File: src/rtl/i2c_simple_master_if.sv
// i2c_simple_master_if
//   Bundles the command/response handshake and the open-drain pin controls of
//   the single-byte I2C master.
//   master modport : the controller (drives pulldowns, cmd_ready, rsp_*).
//   slave  modport : the user side plus pin primitives (drives cmd_*, *_di).
//   Pin side : scl_di/sda_di = synchronized line levels, *_pulldown = 1 pulls low.
//   Command  : cmd_valid/cmd_ready, cmd_addr[6:0], cmd_rw, cmd_wdata[7:0].
//   Response : rsp_valid pulse, rsp_rdata[7:0], rsp_nack; busy; debug_state[3:0].
interface i2c_simple_master_if;
  logic       scl_di;
  logic       sda_di;
  logic       scl_pulldown;
  logic       sda_pulldown;
  logic       cmd_valid;
  logic       cmd_ready;
  logic [6:0] cmd_addr;
  logic       cmd_rw;
  logic [7:0] cmd_wdata;
  logic       rsp_valid;
  logic [7:0] rsp_rdata;
  logic       rsp_nack;
  logic       busy;
  logic [3:0] debug_state;

  modport master (
    input  scl_di, sda_di, cmd_valid, cmd_addr, cmd_rw, cmd_wdata,
    output scl_pulldown, sda_pulldown, cmd_ready, rsp_valid, rsp_rdata,
           rsp_nack, busy, debug_state
  );

  modport slave (
    output scl_di, sda_di, cmd_valid, cmd_addr, cmd_rw, cmd_wdata,
    input  scl_pulldown, sda_pulldown, cmd_ready, rsp_valid, rsp_rdata,
           rsp_nack, busy, debug_state
  );
endinterface

File: src/rtl/i2c_simple_master.sv
// i2c_simple_master
//   One command = START, {addr, rw}, one data byte, STOP on the I2C bus.
//   Every bus step is one quarter of an SCL period (CLK_DIV clk cycles).
//   Ports:
//     clk, rst_n : system clock, asynchronous active-low reset
//     io         : i2c_simple_master_if.master (pins, command, response)
//   Parameter:
//     CLK_DIV    : clk cycles per SCL quarter-period, 2..65535
module i2c_simple_master #(
  parameter int unsigned CLK_DIV = 30
) (
  input logic                 clk,
  input logic                 rst_n,
  i2c_simple_master_if.master io
);

  typedef enum logic [3:0] {
    S_IDLE     = 4'd0,
    S_BUSFREE  = 4'd1,
    S_START    = 4'd2,
    S_ADDR     = 4'd3,
    S_ADDR_ACK = 4'd4,
    S_DATA     = 4'd5,
    S_DATA_ACK = 4'd6,
    S_STOP     = 4'd7,
    S_DONE     = 4'd8
  } state_e;

  localparam logic [15:0] QLAST = 16'(CLK_DIV - 1);

  state_e      state_q, state_d;
  logic [15:0] tmr_q, tmr_d;
  logic [2:0]  qtr_q, qtr_d;       // quarter inside START / bit slot / STOP
  logic [2:0]  bit_q, bit_d;       // bits left in current byte
  logic [7:0]  tx_q, tx_d;         // outgoing byte, MSB on the wire
  logic [7:0]  rx_q, rx_d;
  logic        rw_q, rw_d;
  logic [7:0]  wdata_q, wdata_d;
  logic        nack_q, nack_d;
  logic [7:0]  rsp_rdata_q, rsp_rdata_d;
  logic        rsp_nack_q, rsp_nack_d;
  logic        scl_pd_q, scl_pd_d;
  logic        sda_pd_q, sda_pd_d;

  logic accept, in_slot, freeze, lines_idle, tick;

  assign accept     = (state_q == S_IDLE) && io.cmd_valid;
  assign lines_idle = io.scl_di && io.sda_di;
  // STOP quarters 4,5 are the post-STOP hold, not part of a bit slot
  assign in_slot    = (state_q inside {S_ADDR, S_ADDR_ACK, S_DATA, S_DATA_ACK, S_STOP})
                      && (qtr_q < 3'd4);
  // clock stretching: SCL released by us but still seen low
  assign freeze     = in_slot && (qtr_q == 3'd2) && !io.scl_di;
  assign tick       = (tmr_q == QLAST) && !freeze
                      && !((state_q == S_BUSFREE) && !lines_idle);

  always_comb begin
    state_d     = state_q;
    tmr_d       = tmr_q;
    qtr_d       = qtr_q;
    bit_d       = bit_q;
    tx_d        = tx_q;
    rx_d        = rx_q;
    rw_d        = rw_q;
    wdata_d     = wdata_q;
    nack_d      = nack_q;
    rsp_rdata_d = rsp_rdata_q;
    rsp_nack_d  = rsp_nack_q;

    // quarter timer; BUSFREE restarts the quarter whenever a line is low
    if (state_q inside {S_IDLE, S_DONE})                 tmr_d = '0;
    else if ((state_q == S_BUSFREE) && !lines_idle)      tmr_d = '0;
    else if (tick)                                       tmr_d = '0;
    else if (!freeze)                                    tmr_d = tmr_q + 16'd1;

    case (state_q)
      S_IDLE: begin
        if (accept) begin
          state_d = S_BUSFREE;
          tx_d    = {io.cmd_addr, io.cmd_rw};
          rw_d    = io.cmd_rw;
          wdata_d = io.cmd_wdata;
          rx_d    = '0;
          nack_d  = 1'b0;
        end
      end
      S_BUSFREE: begin
        if (tick) begin
          state_d = S_START;
          qtr_d   = '0;
        end
      end
      S_START: begin
        if (tick) begin
          if (qtr_q == 3'd1) begin
            state_d = S_ADDR;
            qtr_d   = '0;
            bit_d   = 3'd7;
          end else begin
            qtr_d = qtr_q + 3'd1;
          end
        end
      end
      S_ADDR, S_DATA: begin
        if (tick) begin
          if (qtr_q != 3'd3) begin
            qtr_d = qtr_q + 3'd1;
          end else begin
            qtr_d = '0;
            if ((state_q == S_DATA) && rw_q) rx_d = {rx_q[6:0], io.sda_di};
            tx_d = {tx_q[6:0], 1'b1};
            if (bit_q == 3'd0) state_d = (state_q == S_ADDR) ? S_ADDR_ACK : S_DATA_ACK;
            else               bit_d   = bit_q - 3'd1;
          end
        end
      end
      S_ADDR_ACK: begin
        if (tick) begin
          if (qtr_q != 3'd3) begin
            qtr_d = qtr_q + 3'd1;
          end else begin
            qtr_d = '0;
            if (io.sda_di) begin
              nack_d  = 1'b1;
              state_d = S_STOP;
            end else begin
              state_d = S_DATA;
              bit_d   = 3'd7;
              // all ones keeps SDA released while the slave drives read data
              tx_d    = rw_q ? 8'hFF : wdata_q;
            end
          end
        end
      end
      S_DATA_ACK: begin
        if (tick) begin
          if (qtr_q != 3'd3) begin
            qtr_d = qtr_q + 3'd1;
          end else begin
            qtr_d   = '0;
            if (!rw_q && io.sda_di) nack_d = 1'b1;
            state_d = S_STOP;
          end
        end
      end
      S_STOP: begin
        if (tick) begin
          if (qtr_q == 3'd5) begin
            state_d     = S_DONE;
            rsp_rdata_d = rw_q ? rx_q : 8'h00;
            rsp_nack_d  = nack_q;
          end else begin
            qtr_d = qtr_q + 3'd1;
          end
        end
      end
      S_DONE:  state_d = S_IDLE;
      default: state_d = S_IDLE;
    endcase

    // pin drive decoded from next state so the pulldowns come straight off flops
    scl_pd_d = 1'b0;
    sda_pd_d = 1'b0;
    case (state_d)
      S_START: sda_pd_d = 1'b1;
      S_ADDR, S_DATA: begin
        scl_pd_d = (qtr_d < 3'd2);
        sda_pd_d = ~tx_d[7];
      end
      S_ADDR_ACK, S_DATA_ACK: scl_pd_d = (qtr_d < 3'd2);
      S_STOP: begin
        scl_pd_d = (qtr_d < 3'd2);
        sda_pd_d = (qtr_d < 3'd4);
      end
      default: ;
    endcase
  end

  always_ff @(posedge clk or negedge rst_n) begin
    if (!rst_n) begin
      state_q     <= S_IDLE;
      tmr_q       <= '0;
      qtr_q       <= '0;
      bit_q       <= '0;
      tx_q        <= '0;
      rx_q        <= '0;
      rw_q        <= 1'b0;
      wdata_q     <= '0;
      nack_q      <= 1'b0;
      rsp_rdata_q <= '0;
      rsp_nack_q  <= 1'b0;
      scl_pd_q    <= 1'b0;
      sda_pd_q    <= 1'b0;
    end else begin
      state_q     <= state_d;
      tmr_q       <= tmr_d;
      qtr_q       <= qtr_d;
      bit_q       <= bit_d;
      tx_q        <= tx_d;
      rx_q        <= rx_d;
      rw_q        <= rw_d;
      wdata_q     <= wdata_d;
      nack_q      <= nack_d;
      rsp_rdata_q <= rsp_rdata_d;
      rsp_nack_q  <= rsp_nack_d;
      scl_pd_q    <= scl_pd_d;
      sda_pd_q    <= sda_pd_d;
    end
  end

  assign io.scl_pulldown = scl_pd_q;
  assign io.sda_pulldown = sda_pd_q;
  assign io.cmd_ready    = (state_q == S_IDLE);
  assign io.rsp_valid    = (state_q == S_DONE);
  assign io.rsp_rdata    = rsp_rdata_q;
  assign io.rsp_nack     = rsp_nack_q;
  // the accept cycle itself already counts as busy
  assign io.busy         = (state_q != S_IDLE) || io.cmd_valid;
  assign io.debug_state  = state_q;

endmodule

File: src/flat_wrapper.sv
// flat-port wrapper written by rule: the top's interface ports become plain ports
module i2c_simple_master_flat 
#(
  parameter int unsigned CLK_DIV = 30
)
  (clk, rst_n, io_scl_di, io_sda_di, io_cmd_valid, io_cmd_addr, io_cmd_rw, io_cmd_wdata, io_scl_pulldown, io_sda_pulldown, io_cmd_ready, io_rsp_valid, io_rsp_rdata, io_rsp_nack, io_busy, io_debug_state);
  i2c_simple_master_if io_i ();
  input logic clk;
  input logic rst_n;
  input wire logic [$bits(io_i.scl_di)-1:0] io_scl_di;
  input wire logic [$bits(io_i.sda_di)-1:0] io_sda_di;
  input wire logic [$bits(io_i.cmd_valid)-1:0] io_cmd_valid;
  input wire logic [$bits(io_i.cmd_addr)-1:0] io_cmd_addr;
  input wire logic [$bits(io_i.cmd_rw)-1:0] io_cmd_rw;
  input wire logic [$bits(io_i.cmd_wdata)-1:0] io_cmd_wdata;
  output wire logic [$bits(io_i.scl_pulldown)-1:0] io_scl_pulldown;
  output wire logic [$bits(io_i.sda_pulldown)-1:0] io_sda_pulldown;
  output wire logic [$bits(io_i.cmd_ready)-1:0] io_cmd_ready;
  output wire logic [$bits(io_i.rsp_valid)-1:0] io_rsp_valid;
  output wire logic [$bits(io_i.rsp_rdata)-1:0] io_rsp_rdata;
  output wire logic [$bits(io_i.rsp_nack)-1:0] io_rsp_nack;
  output wire logic [$bits(io_i.busy)-1:0] io_busy;
  output wire logic [$bits(io_i.debug_state)-1:0] io_debug_state;
  assign io_i.scl_di = io_scl_di;
  assign io_i.sda_di = io_sda_di;
  assign io_i.cmd_valid = io_cmd_valid;
  assign io_i.cmd_addr = io_cmd_addr;
  assign io_i.cmd_rw = io_cmd_rw;
  assign io_i.cmd_wdata = io_cmd_wdata;
  assign io_scl_pulldown = io_i.scl_pulldown;
  assign io_sda_pulldown = io_i.sda_pulldown;
  assign io_cmd_ready = io_i.cmd_ready;
  assign io_rsp_valid = io_i.rsp_valid;
  assign io_rsp_rdata = io_i.rsp_rdata;
  assign io_rsp_nack = io_i.rsp_nack;
  assign io_busy = io_i.busy;
  assign io_debug_state = io_i.debug_state;
  i2c_simple_master #(.CLK_DIV(CLK_DIV)) u_core (.clk(clk), .rst_n(rst_n), .io(io_i));
endmodule
File: config.mk
export PLATFORM = sky130hd
export DESIGN_NAME = i2c_simple_master_flat
export DESIGN_NICKNAME = d
export VERILOG_FILES = /design/src/rtl/i2c_simple_master_if.sv /design/src/rtl/i2c_simple_master.sv /design/src/flat_wrapper.sv
export SDC_FILE = /design/constraint.sdc
export NUM_CORES = 1
export LEC_CHECK = 0
export ABC_AREA = 1
export BUFFER_PORTS_ARGS = -buffer_cell sky130_fd_sc_hd__buf_2
export CAP_MARGIN = 20
export CORE_ASPECT_RATIO = 1.4
export CORE_UTILIZATION = 26
export CTS_CLUSTER_DIAMETER = 50
export DETAILED_ROUTE_END_ITERATION = 7
export PLACE_DENSITY_LB_ADDON = 0.2
export REMOVE_ABC_BUFFERS = 1
export SLEW_MARGIN = 20
export SYNTH_ARGS = -nofsm -noshare
export SYNTH_HDL_FRONTEND = slang
export SYNTH_SLANG_ARGS = --single-unit
File: constraint.sdc
create_clock -name clk -period 2 [get_ports clk]
set_clock_uncertainty 0.15 [all_clocks]
set_input_delay 0.4 -clock clk [delete_from_list [all_inputs] [get_ports clk]]
set_output_delay 0.4 -clock clk [all_outputs]
set_load 0.01 [all_outputs]
# After elaboration in Yosys (flattened, before gate mapping)
# Index checks and enable logic that the tools add are counted.
# totals
latchBits	0
rom_bits	0
ramBits	0
inputBits	21
output_inout_bits	18
register_bits	63
mem_count	0
# classes
n_shift	0
order_cmp	3
bitwise	1
n_mul	0
reduce_logical	35
n_eq_ne	34
n_addsub	3
n_mux	61
n_div	0
# op_table
op	count
$mux 8	12
$mux 16	4
$mux 4	13
$mux 3	15
$eq 4x3->1 const B	8
$pmux 4 s7	1
$pmux 8 s3	1
$add 16x1->16 const B	1
$eq 16x5->1 const B	1
$eq 4x2->1 const B	4
$pmux 8 s2	1
$ne 2x1->1 const B	7
$ne 2x2->1 const B	7
$pmux 3 s4	1
$logic_and 1x1->1	10
$pmux 3 s3	1
$reduce_and 9->1	1
$reduce_bool 3->1	3
$mux 1	8
$reduce_and 8->1	1
$reduce_and 7->1	1
$lt 3x3->1 const B	2
$pmux 1 s3	2
$logic_not 1->1	5
other kinds (24)	27

# Longest topological paths before layout
# Gate-level depths: netlist of the first run.
# depth
depth_word	13
ltp_mapped	16
depth_no_buf	16

# Worst setup path before layout of the first run
# OpenSTA, ideal clock, no wires.
# synth_timing
path_kind	flip-flop to flip-flop
from	register u_core.qtr_q[1]
to	register u_core.sda_pd_q, in the netlist u_core.io.sda_pulldown
setup_slack_ps	-62
path_stages_with_launch	15
t_arrival_ps	1794
n_path_buf	1
period_less_slack_ps	2062
setup_time_ps	119
cell_sequence	dfrtp_1 ha_1 ha_1 clkbuf_2 inv_1 nor2_1 nand4_4 nand2_2 inv_2 nand2_1 nand3_2 nand3b_1 nand2_1 nand2_1 nand2_1
# synth_between
elab_chain_len	12
word_cells_on_any_way	45
classes_between	1 x add/sub; 2 x order compare; 8 x eq/ne; 26 x mux; 1 x bitwise; 7 x reduce/logical
# synth_rtl
element	line	source
from (decl)	i2c_simple_master.sv:33	logic [2:0] qtr_q, qtr_d;
from (signal assigned)	i2c_simple_master.sv:197	qtr_q <= qtr_d;
$lt 3x3->1	i2c_simple_master.sv:51	&& (qtr_q < 3'd4);
$logic_and 1x1->1	i2c_simple_master.sv:51	
$logic_and 1x1->1 (2 in a row)	i2c_simple_master.sv:53	assign freeze = in_slot && (qtr_q == 3'd2) && !io.scl_di;
$logic_not 1->1	i2c_simple_master.sv:54	assign tick = (tmr_q == QLAST) && !freeze
$logic_and 1x1->1	i2c_simple_master.sv:54	
$logic_and 1x1->1	i2c_simple_master.sv:55	&& !((state_q == S_BUSFREE) && !lines_idle);
$mux 4, or another cell as far along	i2c_simple_master.sv:147	if (tick) begin
$pmux 4 s7 (*)	i2c_simple_master.sv:76	case (state_q)
named net u_core.state_d[1]	i2c_simple_master.sv:31	state_e state_q, state_d;
$eq 4x2->1 or $eq 4x3->1 (tied branches)	i2c_simple_master.sv:164	case (state_d)
$reduce_or 2->1	i2c_simple_master.sv:164	
$pmux 1 s3 (*)	i2c_simple_master.sv:164	
named net u_core.sda_pd_d	i2c_simple_master.sv:43	logic sda_pd_q, sda_pd_d;
to (signal assigned)	i2c_simple_master.sv:207	sda_pd_q <= sda_pd_d;
to (decl)	i2c_simple_master.sv:43	
# The timed path passes the listed nets; every way through them passes the cells marked *. The select of a mux whose other input is x is not followed.
# A chain may end at the register's enable or synchronous reset.

# Worst setup path in the final report of the first run
# layout_timing
from	register u_core.tmr_q[1]
to	register u_core.tx_q[3]
# layout_between
elab_chain_len	5
word_cells_on_any_way	6
classes_between	3 x eq/ne; 3 x reduce/logical
# layout_rtl
element	line	source
from (decl)	i2c_simple_master.sv:32	logic [15:0] tmr_q, tmr_d;
from (signal assigned)	i2c_simple_master.sv:196	tmr_q <= tmr_d;
$eq 16x5->1 (*)	i2c_simple_master.sv:54	
$logic_and 1x1->1 (*)	i2c_simple_master.sv:54	
$logic_and 1x1->1 (*)	i2c_simple_master.sv:55	
$ne 2x1->1 (no source line)	n/a	
$reduce_and 7->1 (no source line) (*)	n/a	
to (signal assigned)	i2c_simple_master.sv:199	tx_q <= tx_d;
to (decl)	i2c_simple_master.sv:35	logic [7:0] tx_q, tx_d;
# Mark *: on every way between the ends. The rest lies on a longest branch, timed or not.

==> impl_results.md, run 1 <==
- Initial Util: 26.9%
- Worst slew margin: between 60 and 70%
- Worst setup margin: -124 ps
- Fin nets: 690
- First-pass GRT wire length: 20100 um
- Clock buffer depth: 2
- Commonest non-fill, non-tap cell in the layout: nand2_1
- Routability cong.: 0.908
- Die height: around 140 um
- Synth warn: 0
- # diodes: 0
- Yosys reg bits: 63
- Synth area leaders: dfrtp_1 (42%), nand2_1 (12%), inv_1 (6.5%), nor2_1 (4.7%), o21ai_0 (3.8%)
- Worst setup SP type: register
- Clock transition at path regs: 50 ps
- CTS tree: built
- FMAX: 471 MHz
- Remaining global-route overflow: 0
- ANT nets after route: 0
- Drt first pass iters: 4
- Share of cells above drive strength 1: 48.1%
- CP Capture Type: register
- Hold Slack: around 110 ps
- Pwr Total: between 2 and 3 mW
- CORE AREA: 14000 um2
- Status: finished, violations left
- Leak Pwr: approximately 2.9 nW
- Fillers: about 1400
- Syn_area_per_cell: 7.58 um2
- Final-report setup violation count: just over 40
- Max-slew violation count: 0
- DP HPWL: around 9200 um
- Fin Setup TNS: -2140 ps
- Max-capacitance violation count: 0
- Routed WL per cell: 14.6 um
- Crit Path Max Fanout: 7
- Cells after Synth: 498
- Largest net degree at the start of global routing: 27
- Input/output buffers: 38
- Unrepaired setup endpoints after global routing: true
- Total number of vias: 3980
- Netlist Area Pre-Place: 3770 um2
- CTS Root Cell: clkbuf_16
- IO Pins: 39
- Synth cell types: 42
- Vias per cell: 4.68
- CTS Sinks: between 60 and 70
- Worst endpoint required time: between 2000 and 2500 ps
- Layout area overhead: 60.0%
- Total wire length: 12400 um
- WS Path Type: reg -> reg
- Placed Instances: 809
- Final period util: 106%
- Most frequent cells in the layout: nand2_1 (102), buf_4 (98), dfrtp_1 (59)
- Failing checks: negative setup slack
- Worst vdd ir: between 300 and 400 uV
- DRC errors left: 0
- Final hold violations: 0
- Synth area leader: dfrtp_1
- Finished Layout Cells: 850
- Gr usage total: 17.2%
- Die width: 104 um
- Sequential share of the synthesized area: between 40% and 50%
- Clock period minus worst slack: around 2100 ps
- Critical Path AT: 2170 ps
- Power per cell area: 465 nW/um2
- Rows: 51
- Area share of the largest cell type after synthesis: 41.8%
- HP Class: in -> reg
- Initial detailed-routing violation count: 179
- H-tree depth: 3
- DIE AREA: 15000 um2
- Worst Max-Slew Pin Slew: 511 ps
- TritonCTS buffer count: 9
- Vias in the first global route: 4146
- Initial antenna violation count: 0
- Worst-skew pair later-pin latency: 340 ps
==> repair_timing <==
| item | 4_1_cts | 5_1_grt |
|---|---|---|
| setup endpoints to repair | 39 | 56 |
| hold buffers | 1 | 0 |
| resized for setup | 96 | 84 |
| pin swaps | 32 | 43 |
| buffers inserted | 18 | 7 |
| hold endpoints to repair | 18 | 0 |
==> metrics by stage <==
step	worst slack, ps	cell area (um2)	util (%)
floorplan	-124	3720	-
global placement	-150	4890	34.8
detailed placement	-173	4890	34.8
CTS	-151	5650	40.2
global route	-255	6040	43.0
finish	-124	6040	43.0
==> final cells by class <==
cell class	instances	area (um2)	share of cell area [%]
clock buffers	11	243	4.02
clock inverters	5	33.8	0.559
inverters	75	289	4.79
multi-input cells	352	2440	40.4
flip-flops and latches	63	1580	26.2
well taps	185	231	3.83
repair buffers	159	1220	20.2
==> critical path, stage by stage (launching register included) <==
cell and delay (ps):
dfrtp_1 380, inv_2 80, ha_4 130, buf_6 90, nand2_2 60, nor2_4 110, nand2_2 80, nor2_4 160
nand4_4 140, nand2_4 120, buf_6 100, nand4_4 170, nand2_1 110, nand4_1 120
==> final timing paths <==
path / start / end / slack, ps / depth (start not counted)
worst max-delay path: u_core.tmr_q[1] / u_core.tx_q[3] / -120 / 13
worst min-delay path: io_cmd_wdata[2] / u_core.wdata_q[2] / 110 / 3
worst max register to register: u_core.tmr_q[1] / u_core.tx_q[3] / -120 / 13
worst min register to register: u_core.wdata_q[3] / u_core.wdata_q[3] / 320 / 2
max in group asynchronous: rst_n / u_core.io.debug_state[2] / 710 / 3
min in group asynchronous: rst_n / u_core.io.rsp_rdata[7] / 440 / 2
==> routing by layer <==
layer	track usage [%]	wire length (um)	vias up
met5	0	0	-
met4	7.67	344	0
met3	3.06	340	23
met2	32.4	6710	70
met1	18.8	5020	1924
li1	-	-	1963
==> cells by family (layout without fill, tap and decap cells) <==
group | count (synthesis) | count (layout) | synth area share, %
compound gates | 73 | 73 | 11.2
xor+xnor | 4 | 4 | 0.929
fa+ha+maj | 9 | 9 | 2.98
buf+inv | 83 | 250 | 8.75
flops | 63 | 63 | 41.8
simple gates | 266 | 266 | 34.3
==> synthesized netlist by cell type, drive strengths merged <==
master,instances
a211oi,1
a21oi,12
a22oi,2
a31oi,1
a41oi,1
and3,1
buf,4
clkbuf,4
clkinv,2
dfrtp,63
ha,9
inv,73
nand2,136
nand3,30
nand3b,2
nand4,20
nor2,59
nor3,14
nor4,3
o2111ai,1
o211ai,1
o21a,2
o21ai,33
o22ai,11
o31ai,7
o32ai,1
or2,1
xnor2,1
xor2,3
==> where the power goes <==
part           internal (mW)  total, mW  switching (mW)  leakage (nW)
Clock                  0.870       1.47           0.602         0.132
Combinational         0.0244     0.0617          0.0373          1.93
Sequential              1.28       1.28               0         0.806
Total                   2.17       2.81           0.639          2.87
==> sequential cells by signal, indices dropped and copies added, names as in the netlist <==
name                    flops
u_core.io.rsp_nack          1
u_core.io.scl_pulldown      1
u_core.rx_q                 8
u_core.rw_q                 1
u_core.io.sda_pulldown      1
u_core.bit_q                3
u_core.qtr_q                3
u_core.io.debug_state       4
u_core.io.rsp_rdata         8
u_core.tmr_q               16
u_core.wdata_q              8
u_core.nack_q               1
u_core.tx_q                 8
No activity file was read; power rests on OpenSTA's default activity.
==> run 2, diff against run 1 <==
--- a/config.mk
+++ b/config.mk
@@ -7,7 +7,7 @@
 export LEC_CHECK = 0
 export ABC_AREA = 1
 export BUFFER_PORTS_ARGS = -buffer_cell sky130_fd_sc_hd__buf_2
-export CAP_MARGIN = 20
+export CAP_MARGIN = 10
 export CORE_ASPECT_RATIO = 1.4
 export CORE_UTILIZATION = 26
 export CTS_CLUSTER_DIAMETER = 50
==> constraint.sdc (replaced) <==
create_clock -name clk -period 1.8 [get_ports clk]
set_clock_uncertainty 0.15 [all_clocks]
set_input_delay 0.36 -clock clk [delete_from_list [all_inputs] [get_ports clk]]
set_output_delay 0.36 -clock clk [all_outputs]
set_load 0.01 [all_outputs]
==> run 2 against run 1 <==
  * Critical path depth is the same
  * Non-clock buffer count grew 24
  * Fmax shrank 0.20%
  * Die area is the same
  * The run still ends with negative setup slack left
  * Clock power grew 22%
  * Power grew 17%
  * Global-route usage grew 0.76 points
  * Critical endpoint is now u_core.qtr_q[1]
  * Highest routed layer unchanged
  * Clock-buffer cell count shrank 2
  * Largest cell class unchanged
  * Critical path type unchanged
==> impl_results.md, run 2 (synthesis results as in run 1) <==
- Top reg by flops: u_core.tmr_q
- TritonCTS buffer count: 9
- Die height: roughly 140 um
- CTS Sinks: 63
- Worst-skew pair later-pin latency: 340 ps
- Fin Setup TNS: -10090 ps
- Hold path cells: 3
- Worst vdd ir: 451 uV
- Unrepaired setup endpoints after global routing: true
- Layout area overhead: 67.8%
- Power per cell area: 519 nW/um2
- Most frequent cells in the layout: buf_4 (117), nand2_1 (104), dfrtp_1 (58)
- Final hold violations: 0
- Rows: ~50
- Max-slew violation count: 0
- Register area: 1580 um2
- Worst endpoint required time: 1880 ps
- Worst Max-Slew Pin Slew: ~430 ps
- Share of cells above drive strength 1: 50.1%
- Clock transition at path regs: 60 ps
- Remaining global-route overflow: 0
- Initial antenna violation count: 0
- Max FFs per register: 16
- Status: finished, violations left
- Failing checks: negative setup slack
- Final-report setup violation count: 56
- FMAX: between 400 and 500 MHz
- Total wire length: 13100 um
- Routed WL per cell: between 10 and 15 um
- Final core occ: 45.1%
- HP Class: in -> reg
- Max-capacitance violation count: 0
- Initial detailed-routing violation count: 141
- Crit path cell chain: buf_6 > nand2_2 > inv_1 > nand2_4 > nand2_4 > nand2_8 > nand3_2 > nor2_4 > buf_6 > nand2_1 > a31oi_1 > nand4_1 > buf_4
- ANT nets after route: 0
- Die width: 104 um
- Routability cong.: 0.888
- Finished Layout Cells: slightly below 900
- WS Path Type: reg -> reg
- Worst setup margin: -328 ps
- First-pass GRT wire length: 20700 um
- Input/output buffers: 38
- DP HPWL: 9190 um
- Worst setup SP type: register
- Stages on worst setup path: 13
- Final period util: 118%
- Pwr Total: 3.29 mW
- Clock buffer depth: 2
- Initial Util: between 20% and 30%
- Clock period minus worst slack: around 2100 ps
- Multi-input gate area: about 2500 um2
- DRC errors left: 0
- FF-to-FF path depth: 13
- Placed Instances: 822
- Worst slew margin: 71.5%
- DIE AREA: 15000 um2
- Gr usage total: approximately 18%
- H-tree depth: 3
- CTS tree: built
- CP Capture Type: register
- Largest net degree at the start of global routing: 30
- # diodes: 0
- Leak Pwr: slightly above 3 nW
- Vias per cell: 4.70
- Fillers: 1399
- Drt first pass iters: 4
- Worst path bufs/invs: 4
- Family with the most delay on the worst path: simple AND/OR/NAND/NOR gates
- Commonest non-fill, non-tap cell in the layout: buf_4
- Final instance area: 6330 um2
- CTS Root Cell: clkbuf_16
- Crit Path Max Fanout: 7
- Max incr delay on CP: 400 ps
- Total number of vias: 4113
- Placed Area: approximately 5000 um2
- IO Pins: 39
- CORE AREA: 14000 um2
- Fin nets: 716
- Critical Path AT: 2210 ps
- Slowest CP cell: dfrtp_1
- Vias in the first global route: 4235
-- run 2: cell types whose count changed in the layout (fill, tap and decap cells not counted), sizes merged --
cell,before,now
clkbuf,11,9
clkinv,5,4
inv,73,75
bufinv,0,1
nand2,136,138
buf,158,182
-- run 2: per-layer routing --
| layer | vias to the layer above | part of all wire [%] | track usage [%] |
|---|---|---|---|
| met5 | - | 0 | 0 |
| met4 | 0 | 3.6 | 9.40 |
| met3 | 33 | 2.5 | 3.38 |
| met2 | 70 | 54 | 34.0 |
| met1 | 1991 | 40 | 18.8 |
| li1 | 2019 | - | - |
-- run 2: final timing paths --
check | start | to | slack (ps)
setup / recovery | u_core.io.debug_state[0] | u_core.qtr_q[1] | -330
hold / removal | io_cmd_wdata[4] | u_core.wdata_q[4] | 60
setup reg to reg | u_core.io.debug_state[0] | u_core.qtr_q[1] | -330
hold reg to reg | u_core.wdata_q[4] | u_core.wdata_q[4] | 330
max in group asynchronous | rst_n | u_core.io.debug_state[2] | 620
min in group asynchronous | rst_n | u_core.io.rsp_rdata[6] | 360
-- run 2: worst min-delay path, delay by kind of cell --
kind | cells | cell delay [ps]
buf+inv | 1 | 80
simple gates | 2 | 80
-- run 2: timing repair --
item	4_1_cts	5_1_grt
resized for setup	116	74
hold buffers	1	0
gates cloned	2	0
buffers inserted	23	15
endpoints found under the hold margin	14	0
pin swaps	32	38
setup endpoints to repair	57	59
-- run 2: cell type report --
class	instances	share of cell area (%)
Multi-Input combinational cell	354	39.2
Clock buffer	9	3.56
Timing Repair Buffer	183	22.7
Inverter	75	4.64
Sequential cell	63	25.0
Clock inverter	7	1.26
Tap cell	185	3.66
-- run 2: power breakdown --
group          leakage, nW  switching (mW)  total (mW)  internal, mW
Sequential           0.803               0        1.42          1.42
Combinational         2.07          0.0437      0.0710        0.0273
Clock                0.143           0.715        1.80          1.09
-- run 2: through the flow --
stage | setup slack, ps | hold slack, ps
after floorplan | -324 | -85.6
after global placement | -376 | 162
after detailed placement | -397 | 171
after CTS | -339 | 54.3
after global routing | -452 | 58.6
final | -328 | 60.1
==> run 3, diff against run 2 <==
--- a/config.mk
+++ b/config.mk
@@ -6,12 +6,13 @@
 export NUM_CORES = 1
 export LEC_CHECK = 0
 export ABC_AREA = 1
-export BUFFER_PORTS_ARGS = -buffer_cell sky130_fd_sc_hd__buf_2
 export CAP_MARGIN = 10
 export CORE_ASPECT_RATIO = 1.4
 export CORE_UTILIZATION = 26
 export CTS_CLUSTER_DIAMETER = 50
 export DETAILED_ROUTE_END_ITERATION = 7
+export DONT_BUFFER_PORTS = 1
+export GPL_TIMING_DRIVEN = 0
 export PLACE_DENSITY_LB_ADDON = 0.2
 export REMOVE_ABC_BUFFERS = 1
 export SLEW_MARGIN = 20
==> run 3 against run 2 <==
  * The flow finishes with violations (negative hold slack, negative setup slack)
  * Sequential share of layout area is 3.4 points higher
  * Sequential power is essentially flat
  * Flip-flop and latch count did not move
  * Global-route usage down 1.8 points
  * Wire length down 12%
  * Cell area down 12%
  * Fmax down 0.46%
  * Non-clock buffer count shrank 121
  * Utilization down 5.3 points
  * Power shrank 3.1%
  * Cell count shrank 13%
==> impl_results.md, run 3 (synthesis results as in run 1) <==
- Multi-input gate area: 2620 um2
- Final period util: 119%
- Die width: 104 um
- Vias per cell: 4.85
- Die height: 145 um
- Power per cell area: ~570 nW/um2
- Max-capacitance violation count: 0
- Worst endpoint required time: 1920 ps
- ANT nets after route: 0
- Global route hottest layer: met2
- Worst Max-Slew Pin Slew: between 300 and 400 ps
- Routed WL per cell: approximately 15 um
- Share of cells above drive strength 1: between 40% and 50%
- Status: finished, violations left
- Pwr Total: 3.19 mW
- Initial antenna violation count: 0
- Drt first pass iters: 4
- Initial detailed-routing violation count: about 190
- Routability cong.: 0.893
- CTS Sinks: 63
- Pre-CTS setup slack: -1240 ps
- Clock transition at path regs: 60 ps
- # diodes: 0
- CTS Root Cell: clkbuf_16
- R2r startpoint: u_core.io.debug_state[2]
- Final hold violations: 63
- Total wire length: between 10000 and 15000 um
- CTS hold repair buffers: 7
- Worst slew margin: ~74%
- Layout area overhead: 48.1%
- Fillers: between 1000 and 1500
- WS Path Type: reg -> reg
- Worst setup SP type: register
- CORE AREA: 14000 um2
- HP Class: in -> async
- Unrepaired setup endpoints after global routing: true
- First-pass GRT wire length: 18700 um
- Total number of vias: 3677
- IO Pins: 39
- TritonCTS buffer count: 9
- CP startpoint: u_core.io.debug_state[2]
- Rows: just over 50
- Met1 global-route usage: 16.8%
- Clock buffer depth: 2
- Final core occ: 39.8%
- H-tree depth: 3
- Critical Path AT: 2260 ps
- CTS tree: built
- Worst setup margin: -338 ps
- Register area: 1590 um2
- Initial Util: approximately 27%
- Max-slew violation count: 0
- Largest net degree at the start of global routing: 64
- Top reg by flops: u_core.tmr_q
- Input/output buffers: 0
- Worst-skew pair later-pin latency: ~340 ps
- Hold Slack: -433 ps
- Clock period minus worst slack: 2140 ps
- DIE AREA: 15000 um2
- DRC errors left: 0
- Final-report setup violation count: 56
- Most frequent cells in the layout: nand2_1 (98), dfrtp_1 (55), buf_4 (48)
- Gr usage total: 16.2%
- Placed Area: 3960 um2
- Vias in the first global route: around 3800
- Fin Setup TNS: -10670 ps
- CP Capture Type: register
- DP HPWL: between 7000 and 8000 um
- Failing checks: negative hold slack, negative setup slack
- FMAX: between 400 and 500 MHz
- Crit Path Max Fanout: 5
- M2 GR Usage: between 30% and 40%
- Worst vdd ir: 393 uV
- Remaining global-route overflow: 0
- Leak Pwr: 2.43 nW
- M3 GR Usage: 3.11%
- Max FFs per register: 16
- Final instance area: 5590 um2
- Commonest non-fill, non-tap cell in the layout: nand2_1
- Fin nets: approximately 600
[run 3: changes by cell type in the layout (fill, tap and decap cells not counted), moves of 5 or more]
cell and delta:
buf_4 -69, buf_2 -35, buf_6 -22, inv_1 -8, dlygate4sd3_1 +6, inv_2 +6
nand2_1 -6, o21ai_2 +5
[run 3: power breakdown]
| group | leakage, nW | internal [mW] | switching, mW |
|---|---|---|---|
| Combinational | 1.49 | 0.0108 | 0.00564 |
| Clock | 0.135 | 1.08 | 0.675 |
| Sequential | 0.804 | 1.42 | 0 |
[run 3: final cells by class]
type | count | share of cell area, %
multi-input combinational | 357 | 46.8
tap | 185 | 4.14
timing repair buffer | 62 | 9.49
sequential | 63 | 28.4
clock inverter | 6 | 1.25
inverter | 75 | 5.80
clock buffer | 10 | 4.10
[run 3: through the flow]
stage                     hold WS, ps  instances
after floorplan                 -85.6        490
after global placement          -81.5        675
after detailed placement        -81.3        675
after CTS                        -446        746
after global routing             -449        758
final                            -433        758
[run 3: critical path, stage by stage (launching register included)]
cell	delay, ps
dfrtp_2	490
inv_2	120
nor2_4	40
inv_2	100
nand2_4	100
nand2_8	100
nand3_4	80
nor2_4	160
nand3_2	170
nand3_4	130
inv_2	40
nand2_2	80
nand3b_1	110
nand2_1	80
nand2_1	40
nand2_1	70
[run 3: worst paths after layout]
path                                             to  slack (ps)  cells past startpoint
max                          u_core.io.sda_pulldown        -340                     15
min                                u_core.tmr_q[13]        -430                      0
max reg2reg                  u_core.io.sda_pulldown        -340                     15
min reg2reg                       u_core.wdata_q[3]         320                      2
max in group asynchronous  u_core.io.debug_state[0]        1810                      0
min in group clk                  u_core.wdata_q[0]           0                      2
[run 3: metal layers]
| layer | vias up | wire length, um |
|---|---|---|
| met3 | 34 | 422 |
| met5 | - | 0 |
| met1 | 1755 | 4470 |
| li1 | 1788 | - |
| met4 | 0 | 571 |
| met2 | 100 | 6090 |
[run 3: repair_timing]
item | 4_1_cts | 5_1_grt
hold endpoints to repair | 70 | 63
buffers inserted | 43 | 13
cloned | 5 | 0
gates resized for setup | 143 | 71
pin swaps | 43 | 42
endpoints found under the setup margin | 65 | 57
